--- config.mk ---
export PLATFORM = sky130hd
export DESIGN_NAME = decoder_scan_sequencer
export DESIGN_NICKNAME = d
export VERILOG_FILES = /design/src/rtl/decoder_scan_sequencer.sv
export SDC_FILE = /design/constraint.sdc
export NUM_CORES = 1
export LEC_CHECK = 0
export BUFFER_PORTS_ARGS = -buffer_cell sky130_fd_sc_hd__buf_2
export CORE_ASPECT_RATIO = 1.25
export CORE_MARGIN = 4
export CORE_UTILIZATION = 50
export DETAILED_ROUTE_END_ITERATION = 10
export HOLD_SLACK_MARGIN = 0.03
export PLACE_DENSITY_LB_ADDON = 0.15
export SYNTH_ARGS = -nofsm -noshare
export SYNTH_HDL_FRONTEND = slang
export SYNTH_SLANG_ARGS = --single-unit
--- constraint.sdc ---
create_clock -name clk -period 4.7 [get_ports clk]
set_input_delay 0.94 -clock clk [delete_from_list [all_inputs] [get_ports clk]]
set_output_delay 0.94 -clock clk [all_outputs]
set_load 0.02 [all_outputs]
--- src/rtl/decoder_scan_sequencer.sv ---
// -----------------------------------------------------------------------------
// decoder_scan_sequencer
//
// Purpose:
//   Generates the 3-bit select code {a,b,c} for a 3-to-8 decoder (a = MSB).
//   The code steps at a prescaled rate in one of four modes: count up,
//   count down, ping-pong or hold. A synchronous parallel load is available.
//   One-cycle status pulses mark every code step and every wrap/reversal.
//
// Parameters:
//   PRESCALE : enabled clk cycles per step (1 .. 2**PS_W-1)
//   PS_W     : prescaler counter width
//
// Ports:
//   clk       in   rising-edge clock, all state updates here
//   rst_n     in   synchronous active-low reset (highest priority)
//   en        in   1 = prescaler runs; 0 = prescaler, code and dir frozen
//   mode      in   00 up, 01 down, 10 ping-pong, 11 hold
//   load      in   synchronous parallel load of the code (beats en/tick)
//   load_val  in   value loaded into {a,b,c}
//   a, b, c   out  registered select code (a = bit2, c = bit0)
//   step      out  registered 1-cycle pulse, code changed by a tick
//   wrap      out  registered 1-cycle pulse, 7->0, 0->7 or ping-pong reversal
// -----------------------------------------------------------------------------
module decoder_scan_sequencer #(
  parameter int PRESCALE = 4,
  parameter int PS_W     = 16
) (
  input  logic       clk,
  input  logic       rst_n,
  input  logic       en,
  input  logic [1:0] mode,
  input  logic       load,
  input  logic [2:0] load_val,
  output logic       a,
  output logic       b,
  output logic       c,
  output logic       step,
  output logic       wrap
);

  typedef enum logic {
    DIR_UP   = 1'b0,
    DIR_DOWN = 1'b1
  } dir_e;

  localparam logic [1:0] MODE_UP   = 2'b00;
  localparam logic [1:0] MODE_DOWN = 2'b01;
  localparam logic [1:0] MODE_PING = 2'b10;

  localparam logic [PS_W-1:0] PS_LAST = PS_W'(PRESCALE - 1);

  logic [PS_W-1:0] cnt_q, cnt_d;
  logic [2:0]      code_q, code_d;
  dir_e            dir_q, dir_d;
  logic            step_q, step_d;
  logic            wrap_q, wrap_d;
  logic            tick;

  // The tick is only meaningful while enabled; it is gated by en below.
  assign tick = (cnt_q == PS_LAST);

  always_comb begin
    cnt_d  = cnt_q;
    code_d = code_q;
    dir_d  = dir_q;
    step_d = 1'b0;
    wrap_d = 1'b0;

    if (load) begin
      code_d = load_val;
      cnt_d  = '0;
      dir_d  = DIR_UP;
    end else if (en) begin
      cnt_d = tick ? '0 : cnt_q + 1'b1;
      if (tick) begin
        unique case (mode)
          MODE_UP: begin
            code_d = code_q + 3'd1;
            dir_d  = DIR_UP;
            step_d = 1'b1;
            wrap_d = (code_q == 3'd7);
          end
          MODE_DOWN: begin
            code_d = code_q - 3'd1;
            dir_d  = DIR_DOWN;
            step_d = 1'b1;
            wrap_d = (code_q == 3'd0);
          end
          MODE_PING: begin
            step_d = 1'b1;
            // Reversal bounces off the end value instead of repeating it.
            if (dir_q == DIR_UP) begin
              if (code_q == 3'd7) begin
                code_d = 3'd6;
                dir_d  = DIR_DOWN;
                wrap_d = 1'b1;
              end else begin
                code_d = code_q + 3'd1;
              end
            end else begin
              if (code_q == 3'd0) begin
                code_d = 3'd1;
                dir_d  = DIR_UP;
                wrap_d = 1'b1;
              end else begin
                code_d = code_q - 3'd1;
              end
            end
          end
          default: begin
            // Hold: the prescaler keeps its phase, the code does not move.
          end
        endcase
      end
    end
  end

  always_ff @(posedge clk) begin
    if (!rst_n) begin
      cnt_q  <= '0;
      code_q <= 3'd0;
      dir_q  <= DIR_UP;
      step_q <= 1'b0;
      wrap_q <= 1'b0;
    end else begin
      cnt_q  <= cnt_d;
      code_q <= code_d;
      dir_q  <= dir_d;
      step_q <= step_d;
      wrap_q <= wrap_d;
    end
  end

  assign a    = code_q[2];
  assign b    = code_q[1];
  assign c    = code_q[0];
  assign step = step_q;
  assign wrap = wrap_q;

endmodule

==> summary.txt, run 1 <==
Status
  • Outcome: finished, final reports clean

Critical path
  • Crit path max-delay cell type: dfxtp_1
  • Max incr delay on CP: 0.54 ns
  • Largest delay contributor family on the critical path: flip-flops
  • Worst path arrival time: 1.08 ns
  • Crit Path Class: flop to primary output
  • WP buf/inv: 1
  • Required time of the critical path: 3.76 ns
  • Critical-path maximum fanout: 10
  • Worst-path cell chain: buf_2
  • CP Launch Type: flop
  • Worst Setup End Kind: primary output

Pwr
  • Max VDD drop: 198 uV
  • Power Total: 0.336 mW
  • Static leakage: approximately 0.58 nW
  • PD cells: around 230 nW/um2

Drt
  • Antenna-violating nets left: 0
  • Final WL: 2500 um
  • Vias: 1056
  • Drt pass-1 iters: 4
  • Drt initial violations: 13
  • Via-per-instance ratio: 5.39
  • WL per Instance: 12.7 um
  • DRC errors left: 0

Floorplan
  • Io pins: 14
  • Row Count: 20
  • Die area: 3590 um2
  • Die Wd: 54.4 um
  • CORE AREA: 2500 um2
  • DIE HEIGHT: 66.0 um
  • Initial Util: 0.538

Finish
  • Fin area: ~1500 um2
  • Layout Nets: 183
  • Fill count: 246
  • Layout cells sized above 1: 0.178
  • Area Growth Syn to Fin: 8.82%
  • Antenna cells: 0

Yosys
  • Warnings, synthesis: 0
  • Mapped cell area: between 1000 and 1500 um2
  • Gate Count Post-Synth: between 100 and 150
  • Mapped Nets: about 170
  • Mean Syn Cell Area: 9.04 um2
  • Sequential-to-total area share from yosys stat: 0.327
  • Synthesized flop and latch total: 22
  • Netlist cell types: 41

Clock tree
  • TritonCTS Sinks: 22
  • CTS Buf Count: 3
  • Post-CTS Setup Inserts: 0
  • Clk_lat worst skew: 0.30 ns
  • Clock Pin Slew Worst Setup and Hold Paths: 0.12 ns
  • CTS H-tree lvls: 1
  • Hold_buf cts: 0
  • Clock buffer depth: 2
  • CTS root buf: clkbuf_4
  • CTS-repair resized insts: 0
  • CTS tree: done

Timing
  • Final setup TNS: 0 ns
  • Final Hold Viols: 0
  • Max-slew headroom: 0.655
  • RSZ-0062 raised after global routing: no
  • Period Utilization, post-route: 0.429
  • Post-layout minimum cycle time: 2.02 ns
  • Final setup viols: 0
  • Tightest Pin Transition: a little over 0.5 ns
  • Fmax: 496 MHz
  • Clock Skew: around 0.0036 ns
  • Max-slew violation count: 0

GRT
  • Initial antenna violation count: 0
  • Grt total ovfl: 0
  • First-pass GRT wire length: approximately 4300 um
  • Largest net degree at the start of global routing: 17
  • GRT Overall Usage: 0.161
  • Vias in the first global route: 1048

Placed design
  • Routability Congestion: 0.803
  • Placed Area: 1430 um2
  • Hpwl dp: 2010 um
  • # port buffers: 13

Min path
  • Min-delay worst type: flop to flop

Job
  • Max Cap Viol: 0
flip-flops by register name, summed over array words and instances (netlist names):
register and cells:
dir_q 1, wrap 1, cnt_q 16, code_q 3
step 1
synthesized netlist by cell type:
master     instances  area (um2)
o311a_1            1        10.0
o21ai_0            7        35.0
and4_4             1        11.3
and4bb_2           1        12.5
o2bb2ai_1          1        8.76
buf_6              1        11.3
and3_2             1        7.51
xnor2_1            6        52.6
nor2_1            16        60.1
and2_1             2        12.5
inv_1              9        33.8
nand4_4            1        21.3
buf_4              1        7.51
o41a_1             1        11.3
nand4_1            3        18.8
nor3_1             2        10.0
nand2_1           15        56.3
a21boi_0           2        15.0
a21oi_1            5        25.0
nor2b_1            6        37.5
nand3_1            2        10.0
nor3b_2            1        12.5
a32oi_1            1        8.76
nor2_4             1        11.3
nand4_2            1        12.5
nand2b_1           2        12.5
ha_1              10         125
nor4_4             2        42.5
o221ai_1           2        17.5
a221oi_1           1        8.76
nor4_2             2        25.0
or3_1              3        18.8
xor2_1             8        70.1
buf_2              1        5.00
o31ai_1            1        7.51
nor3_2             1        10.0
dfxtp_1           22         440
a31oi_1            1        6.26
or3b_1             1        8.76
and3_1             1        6.26
mux2i_1            3        30.0
area by class of cell:
| type | count | area (um2) | area share |
|---|---|---|---|
| clock buffers | 4 | 36.3 | 0.0247 |
| inverters | 9 | 33.8 | 0.0230 |
| multi-input cells | 115 | 850 | 0.579 |
| flip-flops and latches | 22 | 440 | 0.300 |
| well taps | 33 | 41.3 | 0.0282 |
| repair buffers | 13 | 65.1 | 0.0444 |
power by group:
part	switching, mW	internal [mW]
Sequential	0.00391	0.189
Combinational	0.0241	0.0181
Clock	0.0539	0.0472
Total	0.0819	0.254
stage by stage:
stage | std cells | setup slack (ns) | hold WS (ns) | utilization
after floorplan | 149 | 2.65 | 0.481 | -
after global placement | 192 | 2.48 | 0.495 | 0.572
after detailed placement | 192 | 2.43 | 0.513 | 0.572
after CTS | 196 | 2.68 | 0.530 | 0.586
after global routing | 196 | 2.63 | 0.575 | 0.586
final | 196 | 2.68 | 0.528 | 0.586
cell families (layout without fill, tap and decap cells):
| family | after synthesis | in the layout | synth area share |
|---|---|---|---|
| buf+inv | 12 | 26 | 0.0427 |
| compound gates | 23 | 23 | 0.114 |
| flops | 22 | 22 | 0.327 |
| fa+ha+maj | 10 | 10 | 0.0929 |
| simple gates | 65 | 65 | 0.310 |
| mux | 3 | 3 | 0.0223 |
| xor+xnor | 14 | 14 | 0.0910 |
worst paths after layout:
check,start,endpoint,slack (ns),depth (start not counted)
max,code_q[2]$_SDFFE_PN0P_,a,2.68,1
max reg2reg,code_q[1]$_SDFFE_PN0P_,code_q[2]$_SDFFE_PN0P_,2.91,7
min,cnt_q[12]$_SDFFE_PP0P_,cnt_q[12]$_SDFFE_PP0P_,0.53,2
min reg2reg,cnt_q[12]$_SDFFE_PP0P_,cnt_q[12]$_SDFFE_PP0P_,0.53,2
metal layers:
metal  share of wire  global-route usage  wire, um  up-vias
met3           0.012              0.0271        29        2
li1                -                   -         -      544
met5               0                   0         0        -
met4          0.0084              0.0467        21        0
met1            0.41               0.164      1030      505
met2            0.57               0.313      1420        5
cells in the final DEF (no fill, tap or decap), drive strengths merged, types with 3 or more instances in the layout:
cell,count
buf,13
a21oi,5
nand2,15
mux2i,3
nor3,3
inv,9
dfxtp,22
o21ai,7
nor2,17
xor2,8
nor4,4
ha,10
nand4,5
nor2b,6
clkbuf,4
xnor2,6
or3,3
(Power assumes the default switching activity.)
==> run 2, diff against run 1 <==
--- a/config.mk
+++ b/config.mk
@@ -5,6 +5,7 @@
 export SDC_FILE = /design/constraint.sdc
 export NUM_CORES = 1
 export LEC_CHECK = 0
+export ABC_AREA = 1
 export BUFFER_PORTS_ARGS = -buffer_cell sky130_fd_sc_hd__buf_2
 export CORE_ASPECT_RATIO = 1.25
 export CORE_MARGIN = 4
==> constraint.sdc (replaced) <==
create_clock -name clk -period 1.78 [get_ports clk]
set_input_delay 0.356 -clock clk [delete_from_list [all_inputs] [get_ports clk]]
set_output_delay 0.356 -clock clk [all_outputs]
set_load 0.02 [all_outputs]
==> summary.txt, run 2 <==
Yosys
  • Most common cell in the netlist: nand2_1
  • Post-synthesis adder-cell area fraction: 0.0891
  • Largest family of logic cells by synthesized area: simple AND/OR/NAND/NOR gates
  • EDFF count, synth: 0
  • Yosys top cell by area: dfxtp_1
  • Synthesized flop and latch total: 22
  • Area share of the largest cell type after synthesis: 0.314
  • Mapped cell area: 1400 um2
  • Gate Count Post-Synth: about 210
  • Mean Syn Cell Area: about 6.7 um2
  • Netlist cell types: 24
  • Mux cell area share after synthesis: 0
  • Post-synthesis simple-gate area fraction: 0.384
  • Compound-Gate Fraction of Synth Area: 0.0945
  • XOR/XNOR Fraction of Synth Area: 0.0250
  • Mapped Nets: 230
  • Top cells by area, synth: dfxtp_1, nand2_1, ha_1, inv_1, nor2_1
  • Async S/R FF share, synth: 0
  • Sequential-to-total area share from yosys stat: 0.314
  • Top_reg_cell synth: dfxtp_1
  • Commonest cells post-synth: nand2_1, inv_1, nor2_1, dfxtp_1, a21oi_1
  • Warnings, synthesis: 0

Clock tree
  • CTS Buf Count: 3
  • TritonCTS Sinks: 22
  • Clock buffer depth: 2
  • Hold_buf cts: 0
  • CTS tree: done
  • CTS root buf: clkbuf_4
  • Clock Pin Slew Worst Setup and Hold Paths: 0.13 ns
  • CTS H-tree lvls: 1
  • Clk_lat worst skew: between 0.3 and 0.4 ns

GRT
  • Vias in the first global route: between 1000 and 1500
  • First-pass GRT wire length: 5260 um
  • Initial antenna violation count: 0
  • Grt total ovfl: 0
  • GRT Overall Usage: 0.178
  • Largest net degree at the start of global routing: 13

Timing
  • Tightest Pin Transition: 0.332 ns
  • RSZ-0062 raised after global routing: no
  • Fmax: between 600 and 700 MHz
  • Clock Skew: 0.00754 ns
  • Period Utilization, post-route: 0.893
  • Worst hold margin: approximately 0.3 ns
  • Post-layout minimum cycle time: 1.59 ns
  • Max-slew headroom: 0.777
  • Final setup TNS: 0 ns
  • Max-slew violation count: 0
  • Final Hold Viols: 0
  • Final setup viols: 0

Min path
  • Min-delay worst type: primary input to flop
  • Hold path cells: 3

Finish
  • Max reg flops: 16
  • Largest registers: cnt_q: 16 flops, code_q: 3 flops
  • Layout cells sized above 1: 0.165
  • Area Growth Syn to Fin: 11.1%
  • Fill count: approximately 280
  • FF+latch area: 442 um2
  • Most flop-heavy register: cnt_q
  • Commonest cells after routing, fill and taps aside: nand2_1, inv_1, nor2_1, dfxtp_1, a21oi_1
  • Commonest non-fill, non-tap cell in the layout: nand2_1
  • Footprint of the multi-input gates: 832 um2
  • Antenna cells: 0
  • Layout Nets: 250

Critical path
  • Crit Path Class: flop to flop
  • Worst-path cell chain: ha_1 > nand3_2 > nor2_2 > nand2_2 > nand2_1 > inv_1 > o21ai_0 > a21oi_1
  • WP buf/inv: 1
  • CP Depth: 8
  • Largest delay contributor family on the critical path: simple AND/OR/NAND/NOR gates
  • CP Launch Type: flop
  • Max incr delay on CP: approximately 0.4 ns
  • Critical-path maximum fanout: 6
  • Required time of the critical path: around 2 ns
  • Worst path arrival time: 1.81 ns
  • Flop2flop setup slack: 0.19 ns
  • R2r worst-path depth: 8
  • Worst Setup End Kind: flop
  • Crit path max-delay cell type: dfxtp_1

Drt
  • Via-per-instance ratio: 5.07
  • DRC errors left: 0
  • Vias: 1338
  • Antenna-violating nets left: 0
  • Drt pass-1 iters: 4
  • Final WL: around 3000 um
  • Drt initial violations: 41
  • WL per Instance: ~11 um

Pwr
  • Internal power: 0.675 mW
  • Gate power share: 0.140
  • Seq pwr share: 0.551
  • Clock share of power: 0.309
  • Max VDD drop: roughly 270 uV
  • Switching share of total power: 0.268
  • Static leakage: 0.722 nW
  • Net switching power: 0.246 mW
  • PD cells: 590 nW/um2

Floorplan
  • Die area: 3720 um2
  • DIE HEIGHT: 67.2 um
  • Io pins: 14
  • Row Count: 21
  • Initial Util: 0.524
  • Die Wd: 55.4 um
  • CORE AREA: 2680 um2

Status
  • Outcome: finished, final reports clean

Placed design
  • Hpwl dp: 2420 um
  • Routability Congestion: 0.871
  • # port buffers: 13

Job
  • Max Cap Viol: 0
[run 2: power by group through the flow]
| stage | Combinational, mW | Sequential, mW | Clock, mW |
|---|---|---|---|
| after floorplan | 0.0808 | 0.523 | 0 |
| final | 0.129 | 0.507 | 0.285 |
| after global routing | 0.150 | 0.508 | 0.304 |
| after detailed placement | 0.129 | 0.518 | 0 |
| after CTS | 0.130 | 0.507 | 0.291 |
| after global placement | 0.127 | 0.517 | 0 |
[run 2: worst paths after layout]
check / endpoint / startpoint
setup / recovery: cnt_q[8]$_SDFFE_PP0P_ / cnt_q[1]$_SDFFE_PP0P_
hold / removal: code_q[2]$_SDFFE_PN0P_ / rst_n
setup reg to reg: cnt_q[8]$_SDFFE_PP0P_ / cnt_q[1]$_SDFFE_PP0P_
hold reg to reg: cnt_q[0]$_SDFFE_PP0P_ / cnt_q[0]$_SDFFE_PP0P_
[run 2: cell type report]
class / instances / share of cell area
Clock buffer: 4 / 0.0233
Inverter: 32 / 0.0770
Multi-Input combinational cell: 156 / 0.533
Sequential cell: 22 / 0.283
Tap cell: 34 / 0.0273
Timing Repair Buffer: 16 / 0.0561
[run 2: routing by layer]
metal | up-vias | routed length [um] | track usage | part of all wire
li1 | 705 | - | - | -
met1 | 600 | 1230 | 0.182 | 0.41
met2 | 28 | 1630 | 0.354 | 0.54
met3 | 5 | 91 | 0.0325 | 0.030
met4 | 0 | 55 | 0.0760 | 0.018
met5 | - | 0 | 0 | 0
[run 2: cell families (layout without fill, tap and decap cells)]
logic type,count (synthesis),count (layout)
buffers and inverters,33,52
xor gates and xnor gates,4,4
DFF,22,22
AOI/OAI and AO/OA,25,25
and+or+nand+nor,117,117
adders and majority gates,10,10
[run 2: stage by stage]
step,power [mW],cell area (um2),std cells,setup slack [ns],utilization
after floorplan,0.604,1400,211,0.213,-
after detailed placement,0.647,1520,260,0.160,0.568
after global placement,0.643,1520,260,0.171,0.568
after CTS,0.927,1560,264,0.175,0.582
after global routing,0.962,1560,264,0.00533,0.582
final,0.921,1560,264,0.190,0.582
[run 2: tightest hold or removal path, stage by stage]
cell	delay, ns
buf_2	0.07
inv_1	0.05
a21oi_1	0.10
[run 2: repair_timing]
| action | 4_1_cts | 5_1_grt |
|---|---|---|
| gates resized for setup | 0 | 1 |
| endpoints found under the hold margin | 0 | 0 |
| setup endpoints to repair | 0 | 2 |
| buffers inserted | 0 | 0 |
==> run 3, diff against run 2 <==
--- a/config.mk
+++ b/config.mk
@@ -7,7 +7,7 @@
 export LEC_CHECK = 0
 export ABC_AREA = 1
 export BUFFER_PORTS_ARGS = -buffer_cell sky130_fd_sc_hd__buf_2
-export CORE_ASPECT_RATIO = 1.25
+export CORE_ASPECT_RATIO = 0.7
 export CORE_MARGIN = 4
 export CORE_UTILIZATION = 50
 export DETAILED_ROUTE_END_ITERATION = 10
==> summary.txt, run 3 (synthesis gave the netlist of run 2 again) <==
Floorplan
  • Initial Util: 0.546
  • CORE AREA: 2570 um2
  • Row Count: 15
  • Die area: 3730 um2
  • DIE HEIGHT: 52.3 um
  • Io pins: 14
  • Die Wd: 71.3 um

Finish
  • Layout cells sized above 1: 0.166
  • Max reg flops: 16
  • Largest registers: cnt_q: 16 flops, code_q: 3 flops
  • Layout Nets: approximately 250
  • Area Growth Syn to Fin: 12.0%
  • FF+latch area: about 440 um2
  • Most flop-heavy register: cnt_q
  • Fill count: 240
  • Fin area: 1570 um2
  • Post-layout util: 0.612
  • Commonest cells after routing, fill and taps aside: nand2_1, inv_1, nor2_1, dfxtp_1, a21oi_1
  • Antenna cells: 0
  • Footprint of the multi-input gates: 832 um2
  • Commonest non-fill, non-tap cell in the layout: nand2_1
  • Fin cells: 263

Critical path
  • Required time of the critical path: approximately 1.9 ns
  • R2r worst-path depth: 8
  • Worst path arrival time: 1.73 ns
  • Critical-path maximum fanout: 5
  • CP startpoint: cnt_q[0]$_SDFFE_PP0P_
  • Crit Path Class: flop to flop
  • Max incr delay on CP: around 0.4 ns
  • Flop2flop setup slack: 0.22 ns
  • CP Launch Type: flop
  • Worst Setup End Kind: flop
  • Worst-path cell chain: ha_1 > nand2_1 > nor2_1 > nand2_1 > nor2_1 > nand2_1 > o21ai_0 > a21oi_1
  • Largest delay contributor family on the critical path: simple AND/OR/NAND/NOR gates
  • WP buf/inv: 0
  • CP most frequent cell: nand2_1
  • Crit path max-delay cell type: dfxtp_1
  • R2R Path Start: cnt_q[0]$_SDFFE_PP0P_
  • RR Endpoint: cnt_q[8]$_SDFFE_PP0P_

Drt
  • Drt pass-1 iters: 4
  • WL per Instance: ~12 um
  • Drt initial violations: 147
  • Final WL: 3140 um
  • DRC errors left: 0
  • Via-per-instance ratio: roughly 5.1
  • Vias: between 1000 and 1500
  • Antenna-violating nets left: 0

GRT
  • Initial antenna violation count: 0
  • First-pass GRT wire length: ~5300 um
  • Grt total ovfl: 0
  • Vias in the first global route: 1181
  • Largest net degree at the start of global routing: 13
  • GRT Overall Usage: 0.178

Clock tree
  • Clk_lat worst skew: 0.27 ns
  • Post-CTS Setup Inserts: 0
  • CTS tree: done
  • Clock buffer depth: 2
  • CTS root buf: clkbuf_8
  • TritonCTS Sinks: 22
  • CTS Buf Count: 3
  • Clock Pin Slew Worst Setup and Hold Paths: 0.08 ns
  • CTS H-tree lvls: 1

Timing
  • Period Utilization, post-route: 0.877
  • Fmax: around 640 MHz
  • Final setup TNS: 0 ns
  • Final Hold Viols: 0
  • Worst Slack Setup Final: 0.218 ns
  • Final setup viols: 0
  • Max-slew headroom: 0.804
  • RSZ-0062 raised after global routing: no
  • Worst hold margin: 0.374 ns
  • Post-layout minimum cycle time: 1.56 ns
  • Tightest Pin Transition: 0.292 ns
  • Max-slew violation count: 0
  • Clock Skew: 0.00711 ns

Pwr
  • Clock share of power: 0.360
  • Internal power: 0.745 mW
  • Gate power share: 0.129
  • PD cells: 635 nW/um2
  • Seq pwr share: 0.510
  • Switching share of total power: 0.254
  • Power Total: ~1 mW
  • Static leakage: 0.725 nW
  • Max VDD drop: between 500 and 600 uV
  • Net switching power: 0.253 mW

Min path
  • Hold path cells: 3
  • Hold endpoint: code_q[2]$_SDFFE_PN0P_
  • Min-delay src: rst_n
  • Min-delay worst type: primary input to flop

Placed design
  • Inst Count DP: between 200 and 300
  • Placed Area: roughly 1500 um2
  • Hpwl dp: 2510 um
  • # port buffers: 13
  • DP Worst Slack: 0.222 ns
  • Routability Congestion: 0.890

Status
  • Outcome: finished, final reports clean

Job
  • Max Cap Viol: 0
run 3: cell type report:
type / instances / area share
clock buffers: 4 / 0.0350
multi-input cells: 156 / 0.529
repair buffers: 15 / 0.0509
well taps: 34 / 0.0270
flip-flops and latches: 22 / 0.282
inverters: 32 / 0.0764
run 3: worst max path at each step:
stage / cells after the start / slack [ns] / endpoint
after global placement: 8 / 0.25 / code_q[2]$_SDFFE_PN0P_
after floorplan: 11 / 0.21 / code_q[2]$_SDFFE_PN0P_
after global routing: 8 / 0.05 / cnt_q[8]$_SDFFE_PP0P_
final: 8 / 0.22 / cnt_q[8]$_SDFFE_PP0P_
after CTS: 11 / 0.22 / code_q[2]$_SDFFE_PN0P_
after detailed placement: 10 / 0.22 / code_q[2]$_SDFFE_PN0P_
run 3: power groups by stage:
| stage | combinational [mW] | clock (mW) | sequential, mW |
|---|---|---|---|
| detailed placement | 0.126 | 0 | 0.520 |
| global route | 0.146 | 0.392 | 0.511 |
| global placement | 0.123 | 0 | 0.519 |
| finish | 0.129 | 0.360 | 0.509 |
| floorplan | 0.0808 | 0 | 0.523 |
| CTS | 0.127 | 0.368 | 0.508 |
run 3: what timing repair did:
action	CTS	global route
hold buffers	0	0
endpoints found under the setup margin	0	1
gates resized for setup	0	2
run 3: metal layers:
layer / global-route usage / vias to the layer above / routed length (um)
li1: - / 705 / -
met1: 0.267 / 595 / 1670
met2: 0.256 / 48 / 1230
met3: 0.0460 / 2 / 221
met4: 0.0281 / 0 / 8
met5: 0 / - / 0
run 3: tightest hold or removal path, stage by stage:
cell,delay [ns]
buf_2,0.07
inv_1,0.06
a21oi_1,0.11
